`config.mk`:
```
export PLATFORM = sky130hd
export DESIGN_NAME = alu_arbiter
export DESIGN_NICKNAME = d
export VERILOG_FILES = /design/src/rtl/alu_arbiter.sv
export SDC_FILE = /design/constraint.sdc
export NUM_CORES = 1
export LEC_CHECK = 0
export ABC_CLOCK_PERIOD_IN_PS = 5350
export CAP_MARGIN = 20
export CORE_ASPECT_RATIO = 0.7
export CORE_MARGIN = 1
export CORE_UTILIZATION = 47
export CTS_CLUSTER_DIAMETER = 50
export DETAILED_ROUTE_END_ITERATION = 7
export PLACE_DENSITY = 0.78
export SYNTH_ARGS = -nofsm -noshare
export SYNTH_HDL_FRONTEND = slang
export SYNTH_SLANG_ARGS = --single-unit
```
`constraint.sdc`:
```
create_clock -name clk -period 5.35 [get_ports clk]
set_clock_uncertainty 0.05 [all_clocks]
set_input_delay 0.8025 -clock clk [delete_from_list [all_inputs] [get_ports clk]]
set_output_delay 0.8025 -clock clk [all_outputs]
set_load 0.05 [all_outputs]
```
`src/rtl/alu_arbiter.sv`:
```
// -----------------------------------------------------------------------------
// alu_arbiter
//
// Purpose:
//   Shares one 64-bit ALU between two requesters. A round-robin arbiter grants
//   one request at a time through a valid/ready handshake. The grant latches
//   the operands, the opcode and the owner id. The ALU runs on those registered
//   values for one EXEC cycle. The result and zero flag are then registered
//   into the owner's response registers, and that owner's response valid is
//   pulsed for exactly one cycle.
//
// Ports:
//   clk                 in   1   single clock, rising edge
//   reset               in   1   synchronous, active-high
//   req0_valid          in   1   requester 0 has an operation pending
//   req0_ready          out  1   requester 0 granted this cycle
//   req0_a, req0_b      in  64   operands from requester 0
//   req0_op             in   4   ALUControl code from requester 0
//   req1_*                       same set for requester 1
//   resp0_valid         out  1   one-cycle pulse, result for requester 0
//   resp0_result        out 64   registered ALU result
//   resp0_zero          out  1   registered ALU zero flag
//   resp1_*                      same set for requester 1
//
// Also contains the combinational `alu` used internally.
// -----------------------------------------------------------------------------

// -----------------------------------------------------------------------------
// alu
//
// Purpose:
//   Purely combinational 64-bit ALU driven by a 4-bit ALUControl code.
//   Arithmetic wraps modulo 2^64 and there is no carry or overflow output.
//   An undefined code yields result 0, so zero reads 1.
//
// Ports:
//   a, b     in  64   operands
//   op       in   4   ALUControl code
//   result   out 64   operation result
//   zero     out  1   high iff result == 0
// -----------------------------------------------------------------------------
module alu (
  input  logic [63:0] a,
  input  logic [63:0] b,
  input  logic [3:0]  op,
  output logic [63:0] result,
  output logic        zero
);

  localparam logic [3:0] A_AND_B      = 4'b0000;
  localparam logic [3:0] A_OR_B       = 4'b0001;
  localparam logic [3:0] A_PLUS_B     = 4'b0010;
  localparam logic [3:0] A_MINUS_B    = 4'b0110;
  localparam logic [3:0] PASS_INPUT_B = 4'b0111;
  localparam logic [3:0] A_NOR_B      = 4'b1100;

  always_comb begin
    result = '0;
    case (op)
      A_AND_B:      result = a & b;
      A_OR_B:       result = a | b;
      A_PLUS_B:     result = a + b;
      A_MINUS_B:    result = a - b;
      PASS_INPUT_B: result = b;
      A_NOR_B:      result = ~(a | b);
      default:      result = '0;
    endcase
  end

  assign zero = (result == 64'd0);

endmodule

module alu_arbiter (
  input  logic        clk,
  input  logic        reset,

  input  logic        req0_valid,
  output logic        req0_ready,
  input  logic [63:0] req0_a,
  input  logic [63:0] req0_b,
  input  logic [3:0]  req0_op,

  input  logic        req1_valid,
  output logic        req1_ready,
  input  logic [63:0] req1_a,
  input  logic [63:0] req1_b,
  input  logic [3:0]  req1_op,

  output logic        resp0_valid,
  output logic [63:0] resp0_result,
  output logic        resp0_zero,

  output logic        resp1_valid,
  output logic [63:0] resp1_result,
  output logic        resp1_zero
);

  typedef enum logic [1:0] {
    ST_IDLE = 2'd0,
    ST_EXEC = 2'd1,
    ST_DONE = 2'd2
  } state_t;

  state_t      state_reg;
  state_t      state_next;

  // Requester id that won the most recent handshake. Its reset value is 1,
  // so requester 0 wins the first tie.
  logic        last_grant_reg;

  // Operands latched at the handshake edge. The requester may change its
  // inputs after the grant without disturbing the in-flight operation.
  logic [63:0] a_reg;
  logic [63:0] b_reg;
  logic [3:0]  op_reg;
  logic        owner_reg;

  logic [1:0]  valid_vec;
  logic [1:0]  ready_vec;
  logic        can_accept;
  logic        accept;
  logic        accept_id;

  logic [63:0] sel_a;
  logic [63:0] sel_b;
  logic [3:0]  sel_op;

  logic [63:0] alu_result;
  logic        alu_zero;

  // ---------------------------------------------------------------------------
  // Arbitration
  // ---------------------------------------------------------------------------
  assign valid_vec = {req1_valid, req0_valid};

  // Accepts happen in IDLE and DONE only. Reset masks the readies
  // combinationally, so no handshake can complete on the reset edge.
  assign can_accept = (state_reg != ST_EXEC) && !reset;

  // A requester wins if it is the only one valid, or if both are valid and it
  // was not the last one granted. The two terms are mutually exclusive, so at
  // most one ready can be high in any cycle.
  assign ready_vec[0] = can_accept && valid_vec[0] && (!valid_vec[1] ||  last_grant_reg);
  assign ready_vec[1] = can_accept && valid_vec[1] && (!valid_vec[0] || !last_grant_reg);

  assign req0_ready = ready_vec[0];
  assign req1_ready = ready_vec[1];

  assign accept    = |ready_vec;
  assign accept_id = ready_vec[1];

  assign sel_a  = accept_id ? req1_a  : req0_a;
  assign sel_b  = accept_id ? req1_b  : req0_b;
  assign sel_op = accept_id ? req1_op : req0_op;

  // ---------------------------------------------------------------------------
  // FSM
  // ---------------------------------------------------------------------------
  always_ff @(posedge clk) begin
    if (reset) begin
      state_reg <= ST_IDLE;
    end else begin
      state_reg <= state_next;
    end
  end

  always_comb begin
    state_next = state_reg;
    case (state_reg)
      ST_IDLE: begin
        if (accept) begin
          state_next = ST_EXEC;
        end
      end
      ST_EXEC: begin
        state_next = ST_DONE;
      end
      ST_DONE: begin
        // The response pulse is visible this cycle. A new accept overlaps it,
        // which gives one operation per two cycles under load.
        if (accept) begin
          state_next = ST_EXEC;
        end else begin
          state_next = ST_IDLE;
        end
      end
      default: begin
        state_next = ST_IDLE;
      end
    endcase
  end

  // ---------------------------------------------------------------------------
  // Operand latch and round-robin pointer
  // ---------------------------------------------------------------------------
  always_ff @(posedge clk) begin
    if (reset) begin
      last_grant_reg <= 1'b1;
      a_reg          <= '0;
      b_reg          <= '0;
      op_reg         <= '0;
      owner_reg      <= 1'b0;
    end else if (accept) begin
      last_grant_reg <= accept_id;
      a_reg          <= sel_a;
      b_reg          <= sel_b;
      op_reg         <= sel_op;
      owner_reg      <= accept_id;
    end
  end

  // ---------------------------------------------------------------------------
  // Shared ALU, evaluated on the latched operands during EXEC
  // ---------------------------------------------------------------------------
  alu u_alu (
    .a      (a_reg),
    .b      (b_reg),
    .op     (op_reg),
    .result (alu_result),
    .zero   (alu_zero)
  );

  // ---------------------------------------------------------------------------
  // Per-requester response registers
  //
  // Only the owner's registers load at the end of EXEC. The valid bit clears
  // on every other edge, so it is high for exactly the DONE cycle. Result and
  // zero hold their value until that requester's next completion. Reset takes
  // priority over the EXEC load, so an operation interrupted by reset never
  // produces a pulse.
  // ---------------------------------------------------------------------------
  for (genvar gi = 0; gi < 2; gi++) begin : g_resp
    localparam logic ID = 1'(gi);

    logic        resp_valid_reg;
    logic [63:0] resp_result_reg;
    logic        resp_zero_reg;

    always_ff @(posedge clk) begin
      if (reset) begin
        resp_valid_reg  <= 1'b0;
        resp_result_reg <= '0;
        resp_zero_reg   <= 1'b0;
      end else begin
        resp_valid_reg <= 1'b0;
        if ((state_reg == ST_EXEC) && (owner_reg == ID)) begin
          resp_valid_reg  <= 1'b1;
          resp_result_reg <= alu_result;
          resp_zero_reg   <= alu_zero;
        end
      end
    end
  end

  assign resp0_valid  = g_resp[0].resp_valid_reg;
  assign resp0_result = g_resp[0].resp_result_reg;
  assign resp0_zero   = g_resp[0].resp_zero_reg;

  assign resp1_valid  = g_resp[1].resp_valid_reg;
  assign resp1_result = g_resp[1].resp_result_reg;
  assign resp1_zero   = g_resp[1].resp_zero_reg;

endmodule
```
Word level (Yosys, flattened, before mapping)
Index checks and enable logic that the tools add are counted.
- register bits: 268
- output and inout port bits: 134
- bits of input ports: 268
- mux-type cells: 9
- $add $sub $neg: 2
- bitwise operators: 4
- reductions and logical operators: 17
- eq/ne operators: 9
- operator list (kind ; count):
    one-hot mux 64 bit (6 select lines) ; 1
    2-to-1 mux 64 bit ; 2
    adder 64 bit ; 1
    AND 64 bit ; 1
    logical NOT 64 bit ; 1
    inverter 64 bit ; 1
    OR 64 bit ; 1
    subtractor 64 bit ; 1
    equality test 4 x 3 -> 1 bit (second input constant) ; 2
    logical AND 1 bit ; 7
    one-hot mux 2 bit (3 select lines) ; 1
    equality test 4 x 1 -> 1 bit (second input constant) ; 1
    equality test 4 x 2 -> 1 bit (second input constant) ; 1
    equality test 4 bit (second input constant) ; 1
    logical NOT 1 bit ; 4
    logical NOT 4 bit ; 1
    2-to-1 mux 4 bit ; 1
    2-to-1 mux 1 bit ; 3
    equality test 2 x 1 -> 1 bit (second input constant) ; 1
    equality test 2 bit (second input constant) ; 1
    logical NOT 2 bit ; 1
    logical OR 1 bit ; 2
    2-to-1 mux 2 bit ; 1
    inequality test 2 x 1 -> 1 bit (second input constant) ; 1
    3 further kinds ; 3

Depth between registers and ports, before layout
Gate-level depths: netlist (run 1).
- depth after elaboration: 7
- mapped depth: 26
- gate-level depth less buffers: 24

By module
A second synthesis (run 1) with hierarchy kept.
- cells, all modules: 2926
- area, all modules: 21667.0 µm²
- modules (own cells, without submodules) (module ; instances ; area an instance (µm²) ; seq. area each (µm²) ; cells an instance):
    alu_arbiter ; 1 ; 12749.7 ; 5365.1 ; 1577
    alu ; 1 ; 8917.3 ; 0.0 ; 1349

Least setup slack after synthesis (run 1)
OpenSTA, ideal clock, no wires.
- kind: reg2reg
- start point: register op_reg[1]
- end point: register g_resp[0].resp_zero_reg (netlist: resp0_zero)
- setup slack: -439 ps
- path buffers: 7
- cell stages (with the launch flop): 24
- data required time: 5213 ps
- arrival time: 5652 ps
- period minus slack after synthesis: 5789 ps
- cells stage by stage: dfxtp_1 > clkbuf_1 > nor3b_1 > clkbuf_1 > buf_1 > buf_1 > and2_1 > clkbuf_1 > clkbuf_1 > a21oi_1 > xnor2_1 > ha_1 > clkbuf_2 > and3_1 > and2_1 > nand2_1 > or3_1 > o2111a_1 > or3_1 > a2111oi_0 > and4_1 > and4_1 > nand4_1 > o31ai_1
- word-level cells in the longest chain between the ends: 3
- elaborated cells on any way between the ends: 8
- ends and longest elaborated chain (what ; line ; source):
    start, declared ; 116 ; logic [3:0] op_reg;
    start signal, assigned ; 208 ; op_reg <= sel_op;
    equality test 4 bit, or another cell as far along ; 59 ; case (op)
    one-hot mux 64 bit (6 select lines) * ; 59 ;
    logical NOT 64 bit * ; 70 ; assign zero = (result == 64'd0);
    end signal, assigned ; 250 ; resp_zero_reg <= alu_zero;
    end, declared ; 238 ; logic resp_zero_reg;
Mark *: on every way between the ends. The rest lies on a longest branch, timed or not.
A chain may end at the register's enable or synchronous reset.

Worst setup path after layout (run 1)
- start point: register b_reg[19]
- end point: register g_resp[1].resp_zero_reg (netlist: resp1_zero)
- word-level cells in the longest chain between the ends: 4
- elaborated cells on any way between the ends: 7
- ends and longest elaborated chain (what ; line ; source):
    start, declared ; 115 ; logic [63:0] b_reg;
    start signal, assigned ; 207 ; b_reg <= sel_b;
    parallel branches: the longest is 2 deep, another holds subtractor 64 bit ; - ;
    one-hot mux 64 bit (6 select lines) * ; 59 ;
    logical NOT 64 bit * ; 70 ;
    end signal, assigned ; 250 ;
    end, declared ; 238 ;
Every way passes the cells marked *.

==> results of run 1 <==
==> metrics by stage <==
| stage | setup WS (ns) | setup TNS, ns | utilization [%] |
|---|---|---|---|
| 2_1_floorplan | 0.00100 | 0 | - |
| 3_3_place_gp | -0.231 | -0.857 | 63.5 |
| 3_5_place_dp | -0.226 | -0.720 | 63.5 |
| 4_1_cts | -0.00344 | -0.00344 | 66.7 |
| 5_1_grt | -0.366 | -0.902 | 67.5 |
| 6_report | -0.0887 | -0.169 | 67.5 |
==> where the power goes <==
group          internal [mW]  total [mW]  switching (mW)
clock                   1.08        1.96           0.873
sequential              2.15        2.31           0.159
combinational           1.18        2.79            1.61
total                   4.41        7.06            2.64
==> cell families after synthesis <==
family,Yosys count
AO/OA/AOI/OAI,773
AND/OR/NAND/NOR,755
flip-flops,268
buffers and inverters,243
multiplexers,138
adder cells (fa/ha/maj),128
XOR/XNOR,98
==> synth_stat cells (19+ instances only) <==
| library cell | instances |
|---|---|
| a31oi_1 | 19 |
| xnor2_1 | 52 |
| or3_1 | 20 |
| a21o_1 | 20 |
| nor3_1 | 47 |
| mux2i_1 | 137 |
| nor4_1 | 22 |
| xor2_1 | 46 |
| ha_1 | 66 |
| a22oi_1 | 63 |
| buf_1 | 30 |
| nand3_1 | 34 |
| o31ai_1 | 21 |
| nor2_1 | 390 |
| dfxtp_1 | 268 |
| nand2_1 | 110 |
| maj3_1 | 61 |
| o21ai_0 | 86 |
| nand4_1 | 33 |
| and3_1 | 21 |
| o32ai_1 | 47 |
| a211oi_1 | 260 |
| a21oi_1 | 143 |
| clkbuf_1 | 179 |
==> worst max path at each step <==
stage | start | endpoint | depth (start not counted)
global placement | b_reg[20]$_SDFFE_PP0P_ | resp0_zero$_SDFFE_PP0P_ | 20
floorplan | b_reg[7]$_SDFFE_PP0P_ | resp0_zero$_SDFFE_PP0P_ | 25
detailed placement | b_reg[9]$_SDFFE_PP0P_ | resp1_zero$_SDFFE_PP0P_ | 23
CTS | b_reg[6]$_SDFFE_PP0P_ | resp1_zero$_SDFFE_PP0P_ | 26
finish | b_reg[19]$_SDFFE_PP0P_ | resp1_zero$_SDFFE_PP0P_ | 22
global route | b_reg[6]$_SDFFE_PP0P_ | resp1_zero$_SDFFE_PP0P_ | 24
==> routing by layer <==
layer	wire, µm	vias to the layer above
met4	3900	0
li1	-	10113
met5	0	-
met2	35900	958
met3	5300	198
met1	34100	10300
==> layout by cell type (no fill, tap or decap), types with 9 or more instances in the layout <==
master           instances
a211oi_1               253
a21o_1                  20
a21oi_1                129
a21oi_2                 13
a22oi_1                 63
a31oi_1                 19
and2_1                  11
and3_1                  18
and4_1                   9
buf_4                  322
clkbuf_16               28
clkdlybuf4s50_1        400
dfxtp_1                264
ha_1                    56
inv_1                   17
maj3_1                  61
mux2i_1                137
nand2_1                104
nand2b_1                16
nand3_1                 33
nand4_1                 33
nor2_1                 379
nor3_1                  39
nor4_1                  16
o211ai_1                12
o21a_1                  13
o21ai_0                 70
o21ai_1                 11
o31ai_1                 17
o32a_1                  11
o32ai_1                 47
or3_1                   15
xnor2_1                 50
xor2_1                  45
==> worst register-to-register path, stage by stage (launching register included) <==
cell      delay, ns
dfxtp_1        0.31
or3_1          0.40
or3_1          0.36
nand3b_1       0.27
buf_4          0.19
or3_4          0.39
buf_4          0.16
o31ai_2        0.20
xor2_1         0.17
ha_2           0.32
and3_4         0.19
and2_1         0.16
buf_4          0.13
a21oi_1        0.13
o21a_2         0.25
o22ai_2        0.13
or4_1          0.47
a31oi_1        0.18
buf_4          0.18
and4_1         0.18
and4_1         0.19
nand4_1        0.11
o31ai_1        0.24
==> cell type report <==
| type | instances | area, µm² | area share, % |
|---|---|---|---|
| antenna | 1 | 2.50 | 0.00936 |
| tap | 535 | 669 | 2.50 |
| multi-input combinational | 1892 | 13200 | 49.3 |
| clock inverter | 13 | 123 | 0.458 |
| timing repair buffer | 732 | 6550 | 24.5 |
| sequential | 268 | 5370 | 20.1 |
| clock buffer | 37 | 785 | 2.93 |
| inverter | 17 | 63.8 | 0.239 |
==> timing repair <==
action	4_1_cts	5_1_grt
pin swaps	29	22
buffers inserted	14	6
resized for setup	74	61
hold buffers	0	0
endpoints found under the setup margin	9	23
==> metrics.cfg, run 1 <==
[synthesis]
synth_xor_area_share_pct = 4.55
synth_cell_types = 80
synth-seq-area-share_pct = 28.4
synth-edff-count = 0
synthFlopType = dfxtp_1
synthAdderAreaFrac_pct = 7.72
ys_ff_latch = 268
synth_cells = 2403
yosys_warnings = 0
avgSynthCellArea_um2 = 7.85
syn_nets = 2738
synth_compound_area_share_pct = 28.6
netlist_area_um2 = 18900
synth_top_family_by_area = compound AO/OA/AOI/OAI gates
async_reset_ff_share_pct = 0
synthSimpleGateAreaFrac_pct = 18.4
synth_area_leader_cell = dfxtp_1
synth_top_area_share_pct = 28.4
netlist_top_cells_area = dfxtp_1 28%, a211oi_1 10%, nor2_1 7.8%
muxShareOfSynthArea_pct = 7.33

[place]
hpwl_um = 60700
dp.cells = 3424
routabilityCongestion = 0.992
portBuffers = 401
place_area_um2 = 25100

[drt]
vias = 21569
drt-total-wl_um = 79200
drc = 0
drtIter0Drc = 2105
viasPerCell = 6.17
final_antenna_net_count = 0
wl_per_cell_um = 22.7
firstDrtPassIters = 5

[worst_setup_path]
worst_setup_path_end_kind = flip-flop
crit_arrival_ns = 5.90
critical_path_class = flip-flop to flip-flop
crit_required_ns = 5.81
path_common_cell = buf_4
slowest_stage = or4_1
ff2ff_setup_slack_ns = -0.09
cp_slowest_stage_delay_ns = 0.47
reg2reg_from = b_reg[19]$_SDFFE_PP0P_
rr_worst_depth = 22
cp_top_family = simple AND/OR/NAND/NOR gates
r2r-end = resp1_zero$_SDFFE_PP0P_
path_buf_inv = 4
path_cells = or3_1 -> or3_1 -> nand3b_1 -> buf_4 -> or3_4 -> buf_4 -> o31ai_2 -> xor2_1 -> ha_2 -> and3_4 -> and2_1 -> buf_4 -> a21oi_1 -> o21a_2 -> o22ai_2 -> or4_1 -> a31oi_1 -> buf_4 -> and4_1 -> and4_1 -> nand4_1 -> o31ai_1
start_kind = flip-flop
path_max_fanout = 5

[flow_run]
cap_violations = 0

[clocking]
cts.path.max_buffers = 3
cts_max_level = 1
cts-buffers-inserted = 28
cts-root-buf = clkbuf_16
tritoncts = built
cts.clk_slew.worst_paths_ns = 0.07
clock_latency_ns = 0.59
clock-sinks = 268

[sta]
layout_min_cycle_time_ns = 5.44
grt_setup_unrepaired = yes
drv_slew = 0
finalCritPeriodShare_pct = 102
whs_ns = 0.406
max_slew_margin_pct = 13.8
tightest_slew_ns = 1.29
hold_viol = 0
max_freq_ghz = 0.184
setup_ws_ns = -0.0887
setup_violations = 2

[worst_hold_path]
hp-start = state_reg[0]$_SDFFE_PP0P_
hold_path_class = flip-flop to flip-flop
min_to = state_reg[0]$_SDFFE_PP0P_
min_delay_path_depth = 1

[floorplan]
design.die.area_um2 = 41000
die_h_um = 170
rows = 61
start_util_pct = 47.6
fp.dieW_um = 241
pin_count = 402
core_um2 = 39600

[cells_and_area]
fin_nets = 3274
drive_gt1_share_pct = 17.3
fin_cells = 3495
fill_cells = 3215
area_delta_synth_final_pct = 41.7
fin_area_um2 = 26700

[power]
p_per_area_nw_per_um2 = 264
power.total_mw = 7.06
ir_drop_uv = 277
p_leak_nw = 10.0

[grt]
grtUsageMet3_pct = 5.14
grt_pass1_vias = 20676
top_usage_layer = met2
grt_max_degree = 231
grt_use_met1_pct = 48.7
grt_antenna_before_repair = 1
grt_pass1_wl_um = 120000
grtUsageMet2_pct = 61.0
grtUsageTotal_pct = 37.4
gr-total-overflow = 0

[outcome]
status = complete, but fails checks
violations = negative setup slack

No activity file was read; power rests on OpenSTA's default activity.
==> run 2: changes to the inputs <==
==> config.mk (replaced) <==
export PLATFORM = sky130hd
export DESIGN_NAME = alu_arbiter
export DESIGN_NICKNAME = d
export VERILOG_FILES = /design/src/rtl/alu_arbiter.sv
export SDC_FILE = /design/constraint.sdc
export NUM_CORES = 1
export LEC_CHECK = 0
export ABC_CLOCK_PERIOD_IN_PS = 6300
export CAP_MARGIN = 20
export CORE_ASPECT_RATIO = 0.7
export CORE_MARGIN = 1
export CORE_UTILIZATION = 55
export CTS_CLUSTER_DIAMETER = 50
export DETAILED_ROUTE_END_ITERATION = 7
export PLACE_DENSITY = 0.85
export SYNTH_ARGS = -nofsm -noshare
export SYNTH_HDL_FRONTEND = slang
export SYNTH_SLANG_ARGS = --single-unit
==> constraint.sdc (replaced) <==
create_clock -name clk -period 6.3 [get_ports clk]
set_clock_uncertainty 0.05 [all_clocks]
set_input_delay 0.945 -clock clk [delete_from_list [all_inputs] [get_ports clk]]
set_output_delay 0.945 -clock clk [all_outputs]
set_load 0.05 [all_outputs]
==> run 2 against run 1 <==
The run now ends clean. Core utilization is 4.5 points higher. Non-clock buffer count is 263 lower. Sequential power is 13% lower. Sequential share of layout area is 2.1 points higher. Wire length is 5.8% lower. Die area is 14% lower. Cell count is 10% lower.
==> metrics.cfg, run 2 (synthesis gave the netlist of run 1 again) <==
[outcome]
status = finished clean

[drt]
drtIter0Drc = 2122  ; +0.81%
viasPerCell = 6.66  ; +7.9%
wl_per_cell_um = 23.8  ; +5.0%
firstDrtPassIters = 6  ; +1
final_antenna_net_count = 0  ; unchanged
drc = 0  ; unchanged
drt-total-wl_um = 74600  ; -5.8%
vias = 20875  ; -3.2%

[grt]
grtUsageTotal_pct = 41.2  ; +3.8 points
grt_pass1_vias = 20145  ; -2.6%
grt_max_degree = 194  ; -16%
grt_pass1_wl_um = 115000  ; -4.4%
grt_antenna_before_repair = 0  ; -1
gr-total-overflow = 0  ; unchanged

[sta]
finalCritPeriodShare_pct = 96.2  ; -5.4 points
max_slew_margin_pct = 27.1  ; +13 points
hold_viol = 0  ; unchanged
setup_violations = 0  ; -2
tightest_slew_ns = 1.09  ; -0.195 ns
drv_slew = 0  ; unchanged
layout_min_cycle_time_ns = 6.06  ; +0.623 ns
max_freq_ghz = 0.165  ; -10%

[power]
power.total_mw = 5.75  ; -19%
swShare_pct = 37.5  ; about the same
p_int_mw = 3.60  ; -19%
p_per_area_nw_per_um2 = 237  ; -10%
combPwrFrac_pct = 35.0  ; -4.6 points
ir_drop_uv = 217  ; -22%
seqPwrFrac_pct = 34.8  ; +2.1 points
pwr-share-clk_pct = 30.2  ; +2.5 points
power.switching_mw = 2.15  ; -19%
p_leak_nw = 8.66  ; -14%

[place]
place_area_um2 = 23100  ; -8.0%
portBuffers = 401  ; unchanged
routabilityCongestion = 1.02  ; +3.2%
hpwl_um = 56000  ; -7.8%

[worst_hold_path]
hp-start = state_reg[0]$_SDFFE_PP0P_
hold_path_class = flip-flop to flip-flop

[worst_setup_path]
cp_slowest_stage_delay_ns = 0.44  ; -0.03 ns
slowest_stage = or3_1
crit_required_ns = 6.74  ; +0.93 ns
reg2reg_from = b_reg[19]$_SDFFE_PP0P_
worst_setup_path_end_kind = flip-flop
start_kind = flip-flop
crit_arrival_ns = 6.50  ; +0.60 ns
critical_path_class = flip-flop to flip-flop
path_max_fanout = 8  ; +3
path_common_cell = nand4_1
cp-startpoint = b_reg[19]$_SDFFE_PP0P_
path_cells = or3_1 -> or3_1 -> nand3b_1 -> or2_2 -> nor3_2 -> buf_4 -> a31oi_1 -> xnor2_1 -> ha_1 -> nand4_1 -> nor4_4 -> nand4_1 -> o22ai_1 -> nor3b_1 -> nor3_1 -> nor4_1 -> and3b_1 -> and4_1 -> nand4_1 -> o31ai_1

[cells_and_area]
layout_commonest_cell = clkdlybuf4s50_1
drive_gt1_share_pct = 6.56  ; -11 points
register_area_um2 = 5370  ; about the same
final_util_pct = 72.1  ; +4.5 points
fin_nets = 3011  ; -8.0%
fill_cells = 2520  ; -22%
fin_area_um2 = 24200  ; -9.4%
area_delta_synth_final_pct = 28.4
mostFrequentLayoutCells = 400 x clkdlybuf4s50_1, 385 x nor2_1, 266 x dfxtp_1
multi_input_area_um2 = 12800  ; -3.2%

[floorplan]
rows = 56  ; -8.2%
fp.dieW_um = 223  ; -7.5%
pin_count = 402  ; unchanged
die_h_um = 157  ; -7.5%
start_util_pct = 56.1  ; +8.5 points
core_um2 = 33600  ; -15%
design.die.area_um2 = 35100  ; -14%

[clocking]
clock_latency_ns = 0.58  ; about the same
hold_buffers = 0  ; unchanged
cts-buffers-inserted = 28  ; unchanged
clock-sinks = 268  ; unchanged
cts.path.max_buffers = 3  ; unchanged
cts-root-buf = clkbuf_16
cts_max_level = 1  ; unchanged
tritoncts = built
cts.clk_slew.worst_paths_ns = 0.07  ; about the same

[flow_run]
cap_violations = 0  ; unchanged

-- run 2: cell count changes in the layout (fill, tap and decap cells not counted), moves of 7 or more --
cell	change
a21oi_1	+12
buf_4	-255
buf_6	-7
o21ai_0	+12
a21oi_2	-11
-- run 2: through the flow --
stage          setup TNS (ns)  hold slack, ns  cells  setup slack (ns)
2_1_floorplan               0           0.365   2403             0.511
3_3_place_gp                0           0.378   3081            0.0145
3_5_place_dp           -0.222           0.378   3081            -0.117
4_1_cts                     0           0.388   3133          0.000457
5_1_grt              -0.00882           0.435   3133          -0.00882
6_report                    0           0.392   3134             0.238
-- run 2: critical path: cells and delay by family, from the launching register on --
kind            cells  cell delay [ns]
simple gates       14             4.02
compound gates      3             0.72
fa+ha+maj           1             0.43
flops               1             0.38
buf+inv             1             0.21
xor+xnor            1             0.18
-- run 2: power by group through the flow --
stage | Clock [mW] | Sequential [mW] | Combinational, mW
4_1_cts | 1.74 | 1.99 | 1.95
3_3_place_gp | 0 | 2.02 | 1.90
3_5_place_dp | 0 | 2.03 | 1.93
5_1_grt | 1.81 | 2.01 | 2.14
6_report | 1.74 | 2.00 | 2.02
2_1_floorplan | 0 | 2.12 | 1.12
-- run 2: final timing paths --
check                               to  slack, ns  cells past startpoint
max reg2reg    resp0_zero$_SDFFE_PP0P_       0.24                     20
min reg2reg  state_reg[0]$_SDFFE_PP0P_       0.39                      1
min          state_reg[0]$_SDFFE_PP0P_       0.39                      1
max            resp0_zero$_SDFFE_PP0P_       0.24                     20
-- run 2: layout make-up --
cell class	instances	area share [%]
clock inverters	13	0.599
well taps	435	2.25
clock buffers	39	3.36
flip-flops and latches	268	22.1
diodes	1	0.0103
multi-input cells	1892	52.6
repair buffers	469	18.7
inverters	17	0.263
-- run 2: metal layers --
layer	GRT usage (%)	vias up	share of wire, %
li1	-	9575	-
met1	49.5	9996	40
met2	71.4	1093	47
met3	7.67	211	7.7
met4	19.6	0	4.9
met5	0	-	0
-- run 2: timing repair --
item	CTS	global route
setup buffers	0	0
endpoints found under the hold margin	0	0
setup endpoints to repair	2	10
gates resized for setup	3	35
pin swaps	0	1
==> run 3: changes to the inputs <==
--- a/config.mk
+++ b/config.mk
@@ -13,6 +13,7 @@
 export CTS_CLUSTER_DIAMETER = 50
 export DETAILED_ROUTE_END_ITERATION = 7
 export PLACE_DENSITY = 0.85
+export RECOVER_POWER = 25
 export SYNTH_ARGS = -nofsm -noshare
 export SYNTH_HDL_FRONTEND = slang
 export SYNTH_SLANG_ARGS = --single-unit
==> run 3 against run 2 <==
The run now ends with max-capacitance violations, max-slew violations left. Hold slack about the same. Non-clock buffer count unchanged. Via count about the same. Clock power about the same. Register-to-register slack about the same. Die area unchanged. Cell count unchanged. Critical path type unchanged. Critical endpoint unchanged.
==> metrics.cfg, run 3 (synthesis gave the netlist of run 1 again) <==
[sta]
setup_ws_ns = 0.236  ; -0.00196 ns
tns_ns = 0  ; unchanged
max_slew_margin_pct = -199  ; -230 points
tightest_slew_ns = 4.49  ; +3.39 ns
drv_slew = 102  ; +102
layout_min_cycle_time_ns = 6.06  ; +0.00196 ns
hold_viol = 0  ; unchanged
setup_violations = 0  ; unchanged
finalCritPeriodShare_pct = 96.3  ; about the same
max_freq_ghz = 0.165  ; about the same

[clocking]
cts.clk_slew.worst_paths_ns = 0.07  ; about the same
post_cts_buffers = 0  ; unchanged
cts-root-buf = clkbuf_16
hold_buffers = 0  ; unchanged
cts.path.max_buffers = 3  ; unchanged
clock_latency_ns = 0.58  ; about the same
cts_max_level = 1  ; unchanged
tritoncts = built
clock-sinks = 268  ; unchanged
cts-buffers-inserted = 28  ; unchanged

[floorplan]
rows = 56  ; unchanged
start_util_pct = 56.1  ; unchanged
pin_count = 402  ; unchanged
die_h_um = 157  ; unchanged
core_um2 = 33600  ; unchanged
design.die.area_um2 = 35100  ; unchanged
fp.dieW_um = 223  ; unchanged

[power]
pwr-share-clk_pct = 30.3  ; about the same
p_per_area_nw_per_um2 = 237  ; -0.17%
ir_drop_uv = 216  ; -0.28%
p_leak_nw = 8.94  ; +3.2%
power.switching_mw = 2.15  ; about the same
swShare_pct = 37.5  ; +0.071 points
combPwrFrac_pct = 34.9  ; about the same
p_int_mw = 3.59  ; -0.33%
seqPwrFrac_pct = 34.8  ; about the same

[cells_and_area]
layout_commonest_cell = nor2_1
fin_nets = 3011  ; unchanged
register_area_um2 = 5370  ; about the same
multi_input_area_um2 = 12800  ; about the same
fill_cells = 2519  ; -0.040%
drive_gt1_share_pct = 6.45  ; -0.11 points
area_delta_synth_final_pct = 28.4  ; about the same
mostFrequentLayoutCells = 385 x nor2_1, 307 x clkdlybuf4s50_1, 267 x dfxtp_1
final_util_pct = 72.0  ; about the same
fin_area_um2 = 24200  ; about the same

[place]
hpwl_um = 56000  ; unchanged
portBuffers = 401  ; unchanged
place_area_um2 = 23100  ; unchanged
routabilityCongestion = 1.02  ; unchanged
dp_slack_ns = -0.117  ; unchanged

[worst_setup_path]
crit_required_ns = 6.74  ; about the same
worst_setup_path_end_kind = flip-flop
start_kind = flip-flop
path_max_fanout = 8  ; unchanged
crit_arrival_ns = 6.50  ; about the same
critical_path_class = flip-flop to flip-flop

[drt]
drc = 0  ; unchanged
final_antenna_net_count = 0  ; unchanged
wl_per_cell_um = 23.8  ; about the same
viasPerCell = 6.66  ; about the same
firstDrtPassIters = 8  ; +2
drt-total-wl_um = 74600  ; about the same
drtIter0Drc = 2158  ; +1.7%
vias = 20862  ; -0.062%

[outcome]
violations = max-capacitance violations, max-slew violations
status = complete, but fails checks

[flow_run]
cap_violations = 1  ; +1

[grt]
grtUsageTotal_pct = 41.2  ; unchanged
grt_max_degree = 194  ; unchanged
grt_pass1_vias = 20145  ; unchanged
grt_antenna_before_repair = 0  ; unchanged
grt_pass1_wl_um = 115000  ; unchanged
gr-total-overflow = 0  ; unchanged

[worst_hold_path]
hold_path_class = flip-flop to flip-flop

==> run 3: cell count changes in the layout (fill, tap and decap cells not counted) <==
cell / change
dfxtp_2: -1
a2111oi_2: -1
clkdlybuf4s50_1: -93
buf_4: -1
dfxtp_1: +1
dlygate4sd3_1: +93
a2111oi_0: +1
clkbuf_1: +1
==> run 3: final cells by class <==
type / count / area share, %
Multi-Input combinational cell: 1892 / 52.6
Sequential cell: 268 / 22.2
Timing Repair Buffer: 469 / 18.7
Clock buffer: 39 / 3.36
Tap cell: 435 / 2.25
Clock inverter: 13 / 0.599
Inverter: 17 / 0.263
Antenna cell: 1 / 0.0103
==> run 3: final timing paths <==
| path | start | slack (ns) | endpoint | cells past startpoint |
|---|---|---|---|---|
| min | state_reg[0]$_SDFFE_PP0P_ | 0.39 | state_reg[0]$_SDFFE_PP0P_ | 1 |
| min reg2reg | state_reg[0]$_SDFFE_PP0P_ | 0.39 | state_reg[0]$_SDFFE_PP0P_ | 1 |
| max | b_reg[19]$_SDFFE_PP0P_ | 0.24 | resp0_zero$_SDFFE_PP0P_ | 20 |
| max reg2reg | b_reg[19]$_SDFFE_PP0P_ | 0.24 | resp0_zero$_SDFFE_PP0P_ | 20 |
==> run 3: routing by layer <==
layer | GRT usage [%] | vias to the layer above | part of all wire [%]
met5 | 0 | - | 0
met4 | 19.6 | 0 | 5.0
met3 | 7.67 | 233 | 7.7
met1 | 49.5 | 9965 | 40
met2 | 71.4 | 1086 | 47
li1 | - | 9578 | -
==> run 3: power by group through the flow <==
stage | Clock (mW) | Sequential (mW) | Combinational (mW)
2_1_floorplan | 0 | 2.12 | 1.12
3_3_place_gp | 0 | 2.02 | 1.90
3_5_place_dp | 0 | 2.03 | 1.93
4_1_cts | 1.74 | 1.99 | 1.95
5_1_grt | 1.81 | 2.01 | 2.12
6_report | 1.74 | 2.00 | 2.00
==> run 3: critical path, stage by stage (launching register included) <==
cell	delay [ns]
dfxtp_1	0.38
or3_1	0.44
or3_1	0.41
nand3b_1	0.33
or2_2	0.41
nor3_2	0.28
buf_4	0.21
a31oi_1	0.10
xnor2_1	0.18
ha_1	0.44
nand4_1	0.27
nor4_4	0.41
nand4_1	0.14
o22ai_1	0.35
nor3b_1	0.19
nor3_1	0.36
nor4_1	0.09
and3b_1	0.31
and4_1	0.23
nand4_1	0.13
o31ai_1	0.27
==> run 3: stage by stage <==
step / hold slack (ns) / instances / power, mW
2_1_floorplan: 0.365 / 2403 / 3.24
3_3_place_gp: 0.378 / 3081 / 3.92
3_5_place_dp: 0.378 / 3081 / 3.96
4_1_cts: 0.388 / 3133 / 5.68
5_1_grt: 0.435 / 3133 / 5.94
6_report: 0.392 / 3134 / 5.74
==> run 3: repair_timing <==
item	4_1_cts	5_1_grt
gates resized for setup	3	35
pin swaps	0	1
setup endpoints to repair	2	10
